`src/rtl/ahb_ram_ctrl.sv`:
```
// AHB-Lite slave that bridges bus transfers onto a single-port synchronous RAM.
// Define AHB_RAM_ALIGN_CHECK_EN to make misaligned HALFWORD/WORD transfers return ERROR.

package ahb_lite_defs;
  localparam int unsigned DATAWIDTH = 32;
  localparam int unsigned ADDRWIDTH = 32;

  typedef logic [2:0] hsize_t;

  localparam hsize_t HSIZE_BYTE = 3'd0;
  localparam hsize_t HSIZE_HALF = 3'd1;
  localparam hsize_t HSIZE_WORD = 3'd2;
endpackage

module ahb_ram_ctrl
  import ahb_lite_defs::*;
#(
  parameter int unsigned MEMDEPTH   = 256,
  parameter int unsigned ADDR_LIMIT = MEMDEPTH * 4
) (
  input  logic                 HCLK,
  input  logic                 HRESETn,
  input  logic                 HSEL,
  input  logic [ADDRWIDTH-1:0] HADDR,
  input  logic [1:0]           HTRANS,
  input  logic                 HWRITE,
  input  hsize_t               HSIZE,
  input  logic                 HREADY,
  input  logic [DATAWIDTH-1:0] HWDATA,
  output logic [DATAWIDTH-1:0] HRDATA,
  output logic                 HREADYOUT,
  output logic                 HRESP,
  output logic [ADDRWIDTH-1:0] ram_addr,
  output logic [DATAWIDTH-1:0] ram_data,
  output logic                 ram_we,
  output hsize_t               ram_size,
  input  logic [DATAWIDTH-1:0] ram_q
);

  typedef enum logic [2:0] {
    IDLE,
    WRITE,
    RD_WAIT,
    RD_DONE,
    ERR1,
    ERR2
  } state_t;

  state_t               state;
  state_t               state_d;
  logic                 load_addr;
  logic                 req;
  logic                 addr_oob;
  logic                 size_bad;
  logic                 misalign;
  logic                 illegal;
  logic                 hreadyout_d;
  logic                 hresp_d;
  logic                 ram_we_d;
  logic [DATAWIDTH-1:0] data_hold;
  logic                 unused_htrans;

  // Only NONSEQ/SEQ matter; HTRANS[0] separates IDLE from BUSY, which behave alike here.
  assign unused_htrans = HTRANS[0];

  assign req      = HSEL & HREADY & HTRANS[1];
  assign addr_oob = (HADDR >= ADDRWIDTH'(ADDR_LIMIT));
  assign size_bad = (HSIZE > HSIZE_WORD);

`ifdef AHB_RAM_ALIGN_CHECK_EN
  assign misalign = ((HSIZE == HSIZE_HALF) && HADDR[0]) ||
                    ((HSIZE == HSIZE_WORD) && (HADDR[1:0] != 2'b00));
`else
  assign misalign = 1'b0;
`endif

  assign illegal = addr_oob | size_bad | misalign;

  // Next state; the pipelined address phase is only sampled while HREADYOUT is high.
  always_comb begin
    state_d   = state;
    load_addr = 1'b0;
    case (state)
      RD_WAIT: state_d = RD_DONE;
      ERR1:    state_d = ERR2;
      default: begin
        state_d = IDLE;
        if (req) begin
          if (illegal) begin
            state_d = ERR1;
          end else begin
            load_addr = 1'b1;
            state_d   = HWRITE ? WRITE : RD_WAIT;
          end
        end
      end
    endcase
  end

  // Registered bus/RAM controls are decoded from the state being entered.
  always_comb begin
    hreadyout_d = 1'b1;
    hresp_d     = 1'b0;
    ram_we_d    = 1'b0;
    case (state_d)
      WRITE:   ram_we_d    = 1'b1;
      RD_WAIT: hreadyout_d = 1'b0;
      ERR1: begin
        hreadyout_d = 1'b0;
        hresp_d     = 1'b1;
      end
      ERR2:    hresp_d     = 1'b1;
      default: ;
    endcase
  end

  always_ff @(posedge HCLK or negedge HRESETn) begin
    if (!HRESETn) begin
      state     <= IDLE;
      HREADYOUT <= 1'b1;
      HRESP     <= 1'b0;
      ram_we    <= 1'b0;
      ram_addr  <= '0;
      ram_size  <= HSIZE_BYTE;
      data_hold <= '0;
    end else begin
      state     <= state_d;
      HREADYOUT <= hreadyout_d;
      HRESP     <= hresp_d;
      ram_we    <= ram_we_d;
      if (load_addr) begin
        ram_addr <= HADDR;
        ram_size <= HSIZE;
      end
      if (state == WRITE) begin
        data_hold <= HWDATA;
      end
    end
  end

  // Write data only exists in the data phase, so it is passed straight through and held afterwards.
  assign ram_data = (state == WRITE)   ? HWDATA : data_hold;
  assign HRDATA   = (state == RD_DONE) ? ram_q  : '0;

endmodule

```
`config.mk`:
```
export PLATFORM = sky130hd
export DESIGN_NAME = ahb_ram_ctrl
export DESIGN_NICKNAME = d
export VERILOG_FILES = /design/src/rtl/ahb_ram_ctrl.sv
export SDC_FILE = /design/constraint.sdc
export NUM_CORES = 1
export LEC_CHECK = 0
export ABC_CLOCK_PERIOD_IN_PS = 4300
export BUFFER_PORTS_ARGS = -buffer_cell sky130_fd_sc_hd__buf_2
export CORE_MARGIN = 2
export CORE_UTILIZATION = 46
export CTS_BUF_LIST = sky130_fd_sc_hd__clkbuf_8
export CTS_CLUSTER_SIZE = 14
export DETAILED_ROUTE_END_ITERATION = 8
export GPL_ROUTABILITY_DRIVEN = 1
export PLACE_DENSITY = 0.88
export SLEW_MARGIN = 20
export SYNTH_ARGS = -nofsm -noshare
export SYNTH_HDL_FRONTEND = slang
export SYNTH_SLANG_ARGS = --single-unit
```
`constraint.sdc`:
```
create_clock -name HCLK -period 4.3 [get_ports HCLK]
set_input_delay 0.86 -clock HCLK [delete_from_list [all_inputs] [get_ports HCLK]]
set_output_delay 0.86 -clock HCLK [all_outputs]
set_load 0.01 [all_outputs]
```
# After elaboration in Yosys (flattened, before gate mapping)
# Index checks and enable logic that the tools add are counted.
dict set report classes {
  add_sub_neg 0
  multipliers 0
  div 0
  n_lt_le_gt_ge 2
  eq_ne 8
  shifts 0
  mux 12
  bitwise 3
  reduce_logical 3
}
# operator n
set op_table {}
lappend op_table {{two-way mux 32 bit} 2}
lappend op_table {{greater-or-equal comparator 32 x 11 -> 1 bit (second input constant)} 1}
lappend op_table {{equality test 3 x 2 -> 1 bit (second input constant)} 3}
lappend op_table {{equality test 3 bit (second input constant)} 3}
lappend op_table {{equality test 3 x 1 -> 1 bit (second input constant)} 2}
lappend op_table {{two-way mux 1 bit} 6}
lappend op_table {{two-way mux 3 bit} 2}
lappend op_table {{case mux 3 bit (2 select lines)} 1}
lappend op_table {{OR reduction 2 bit} 3}
lappend op_table {{> comparator 3 x 2 -> 1 bit (second input constant)} 1}
lappend op_table {{AND 1 bit} 2}
lappend op_table {{two-way mux 2 bit} 1}
lappend op_table {{OR 1 bit} 1}
dict set report totals {
  reg_bits 73
  latch_bits 0
  mem_bits_rw 0
  romBits 0
  output_inout_bits 102
  wordCells 35
  mem_count 0
}

# Depth between registers and ports, before layout
dict set report logic_depth {
  word_depth 8
  mapped_depth 5
  ltp_nobuf 4
}

# Worst setup path before layout
# No wires, ideal clock.
dict set report synth_path {
  path_type {register -> output}
  startpoint {register state[1]}
  endpoint {output port ram_data[10]}
  arrival_ps 1481
  path_slack_ps 1959
  stages_incl_launch_ff 4
  path_cell_list {dfrtp_1 > nor3b_1 > buf_2 > mux2_2}
}
dict set report synth_via {
  elab_chain_cells 2
}
# item line
set synth_rtl {}
lappend synth_rtl {{start: declaration} 49} ;# state_t state;
lappend synth_rtl {{start signal: assignment} 127} ;# state <= state_d;
lappend synth_rtl {{equality test 3 x 1 -> 1 bit} 142} ;# assign ram_data = (state == WRITE) ? HWDATA : data_hold;
lappend synth_rtl {{two-way mux 32 bit} -}
lappend synth_rtl {{end: declaration} 34} ;# output logic [DATAWIDTH-1:0] ram_data,
# No other way between the ends.

# Worst setup path in the final report
dict set report layout_path {
  startpoint {register state[0]}
  endpoint {output port ram_data[17]}
}
# Same word-level chain as after synthesis.

==> results_dict.tcl <==
set metrics [dict create \
    h-tree-depth 3 \
    startpoint "state[0]" \
    worstPathRequired_ps 3440 \
    p_seq_frac 0.406 \
    syn-num-nets 317 \
    path_clk_slew_ps 70 \
    place_inst 489 \
    clock-sinks 73 \
    maxCapViolCount 0 \
    clkPwrFrac 0.276 \
    grt_pass1_wl_um 11300 \
    drt_first_pass_iters 4 \
    crit_type "register to output pin" \
    cts_made_buffers 9 \
    worst_slew_pin_slew_ps 973 \
    synth-edff-count 0 \
    fmax_mhz 355 \
    design.die.area_um2 7130 \
    synth-seq-cells 73 \
    leakage_uw 0.00247 \
    core_area_um2 6310 \
    worst_skew_pair.late_latency_ps 330 \
    clk_path_buf_depth 2 \
    synth_area_um2 2980 \
    switching_share 0.287 \
    clock-skew-final_ps 7.75 \
    avgSynthCellArea_um2 14.1 \
    overflow 0 \
    cp-start-kind "register" \
    synthArstFlopShare 1.00 \
    rsz0062_at_grt "no" \
    final_net_count 529 \
    slowest_delay_ps 470 \
    hp-class "register to register" \
    drive_gt1_frac 0.645 \
    timing.final.crit_share 0.655 \
    final-hold-violation-count 0 \
    ir_worst_vdd_mv 0.414 \
    setup.worst_path.end_class "output pin" \
    finalCriticalPeriod_ps 2820 \
    ios 208 \
    rr_startpoint "state[2]" \
    p_switching_uw 642 \
    synth_top_area_frac 0.605 \
    report.final.slew_viol_count 0 \
    yosysSeqAreaShare 0.614 \
    initial_utilization 0.472 \
    grt_usage 0.202 \
    fin_cells 505 \
    tns_ps 0 \
    wl_um 7190 \
    worstPathArrival_ps 1960 \
    die_w_um 84.5 \
    viasPerCell 4.62 \
    synthCells 211 \
    outcome "complete, no violations" \
    cts_tree "built" \
    routabilityCongestion 0.798 \
    grt_pass1_vias 2337 \
    cts_root_buf "clkbuf_8" \
    reg2reg_to "ram_addr[2]" \
    synth_flop_cell "dfrtp_1" \
    worstRegToRegCells 4 \
    antenna_found_initial 0 \
    p_comb_frac 0.318 \
    crit_chain "nor3b_2 > buf_4 > mux2_2 > buf_2" \
    port_buffers 206 \
    row_count 29 \
    maxSlewHeadroom 0.349 \
    yosys_warnings 0 \
    routed-via-count 2334 \
    internal_power_uw 1590 \
    die_h_um 84.5 \
    grt_start_max_net_pins 48 \
    synth_top_area_cell "dfrtp_1" \
    drt_first_iter_violations 51 \
    num_antenna_cells 0 \
    cts.repair.resized 0 \
    post_cts_buffers 0 \
    antenna_left 0 \
    cp_slowest_cell "dfrtp_1" \
    ys_types 30 \
    endpoint "ram_data[17]" \
    synthTopCellsByArea "dfrtp_1, mux2_2, and2_1, nor2b_1, mux2_4" \
    reg2reg_slack_ps 2140 \
    p_per_area_nw_per_um2 517 \
    hold_buffers 0 \
    area_growth_pct 45.3 \
    path_max_fanout 32 \
    drc_errors 0 \
    wl_per_cell_um 14.2 \
    hpwl_um 5450 \
    setup-violations-final 0 \
]
-- flip-flops by register name (all words and copies together) (netlist names) --
signal	cells
state	3
ram_size	3
data_hold	32
ram_we	1
ram_addr	32
HREADYOUT	1
HRESP	1
-- area by class of cell --
class                           count  area (um^2)
Clock buffer                        9          124
Clock inverter                      7          111
Fill cell                         486         1990
Multi-Input combinational cell    129         1110
Sequential cell                    73         1830
Tap cell                           77         96.3
Timing Repair Buffer              210         1060
-- power by group through the flow --
stage | clock [uW] | combinational, uW | sequential [uW]
floorplan | 0 | 428 | 905
global placement | 0 | 698 | 910
detailed placement | 0 | 720 | 924
CTS | 637 | 722 | 910
global route | 670 | 777 | 927
finish | 617 | 711 | 908
-- logic make-up (layout without fill, tap and decap cells) --
family	count (synthesis)	count (layout)	synth area share
AND/OR/NAND/NOR	75	75	0.170
XOR/XNOR	1	1	0.00294
AO/OA/AOI/OAI	9	9	0.0218
flip-flops	73	73	0.614
multiplexers	44	44	0.175
buffers and inverters	9	226	0.0160
-- cells in the mapped netlist, drive strengths merged (2+ instances only) --
| library cell | instances |
|---|---|
| nand4 | 2 |
| nor3 | 2 |
| buf | 6 |
| nor2 | 3 |
| dfrtp | 72 |
| mux2 | 44 |
| and3b | 2 |
| nor4 | 5 |
| a21o | 2 |
| nor2b | 23 |
| and2 | 32 |
| o21ai | 2 |
| clkbuf | 3 |
| a22oi | 2 |
-- stage by stage --
stage	util	instance area, um^2	worst slack (ps)	hold slack, ps	power [uW]
final	0.685	4330	1480	497	2240
after global routing	0.685	4330	1350	510	2370
after CTS	0.685	4330	1460	500	2270
after detailed placement	0.648	4090	1260	482	1640
after global placement	0.648	4090	1320	476	1610
after floorplan	-	2980	1960	513	1330
-- critical path: cells and delay by family, from the launching register on --
kind / cells / cell delay (ps)
buffers and inverters: 2 / 530
DFF: 1 / 470
muxes: 1 / 400
and+or+nand+nor: 1 / 210
-- per-layer routing --
metal / share of wire / up-vias / track usage / routed length (um)
li1: - / 1139 / - / -
met1: 0.43 / 1077 / 0.265 / 3120
met2: 0.48 / 109 / 0.320 / 3420
met3: 0.081 / 9 / 0.0836 / 586
met4: 0.0089 / 0 / 0.0447 / 64
met5: 0 / - / 0 / 0
-- how the worst min path moves through the flow --
stage          slack [ps]  cells after the start            end          start
6_report              500                      1   data_hold[3]   data_hold[3]
5_1_grt               510                      1  data_hold[28]  data_hold[28]
4_1_cts               500                      1   data_hold[3]   data_hold[3]
3_5_place_dp          480                      1  data_hold[19]  data_hold[19]
3_3_place_gp          480                      1   ram_addr[22]   ram_addr[22]
2_1_floorplan         510                      1  data_hold[10]  data_hold[10]
-- cell usage in the layout, fill, tap and decap left out, types with 2 or more instances in the layout --
cell type	Yosys	layout
clkbuf_8	0	9
a22oi_1	2	2
bufinv_16	0	3
nor4_2	4	4
a21o_1	2	2
and2_1	32	32
dfrtp_1	72	72
nor2_1	3	3
and3b_1	2	2
buf_2	5	206
nor2b_1	23	23
buf_4	0	4
inv_1	0	2
mux2_2	37	37
mux2_4	7	7
o21ai_0	2	2
Power figures use the tool's default switching activity.
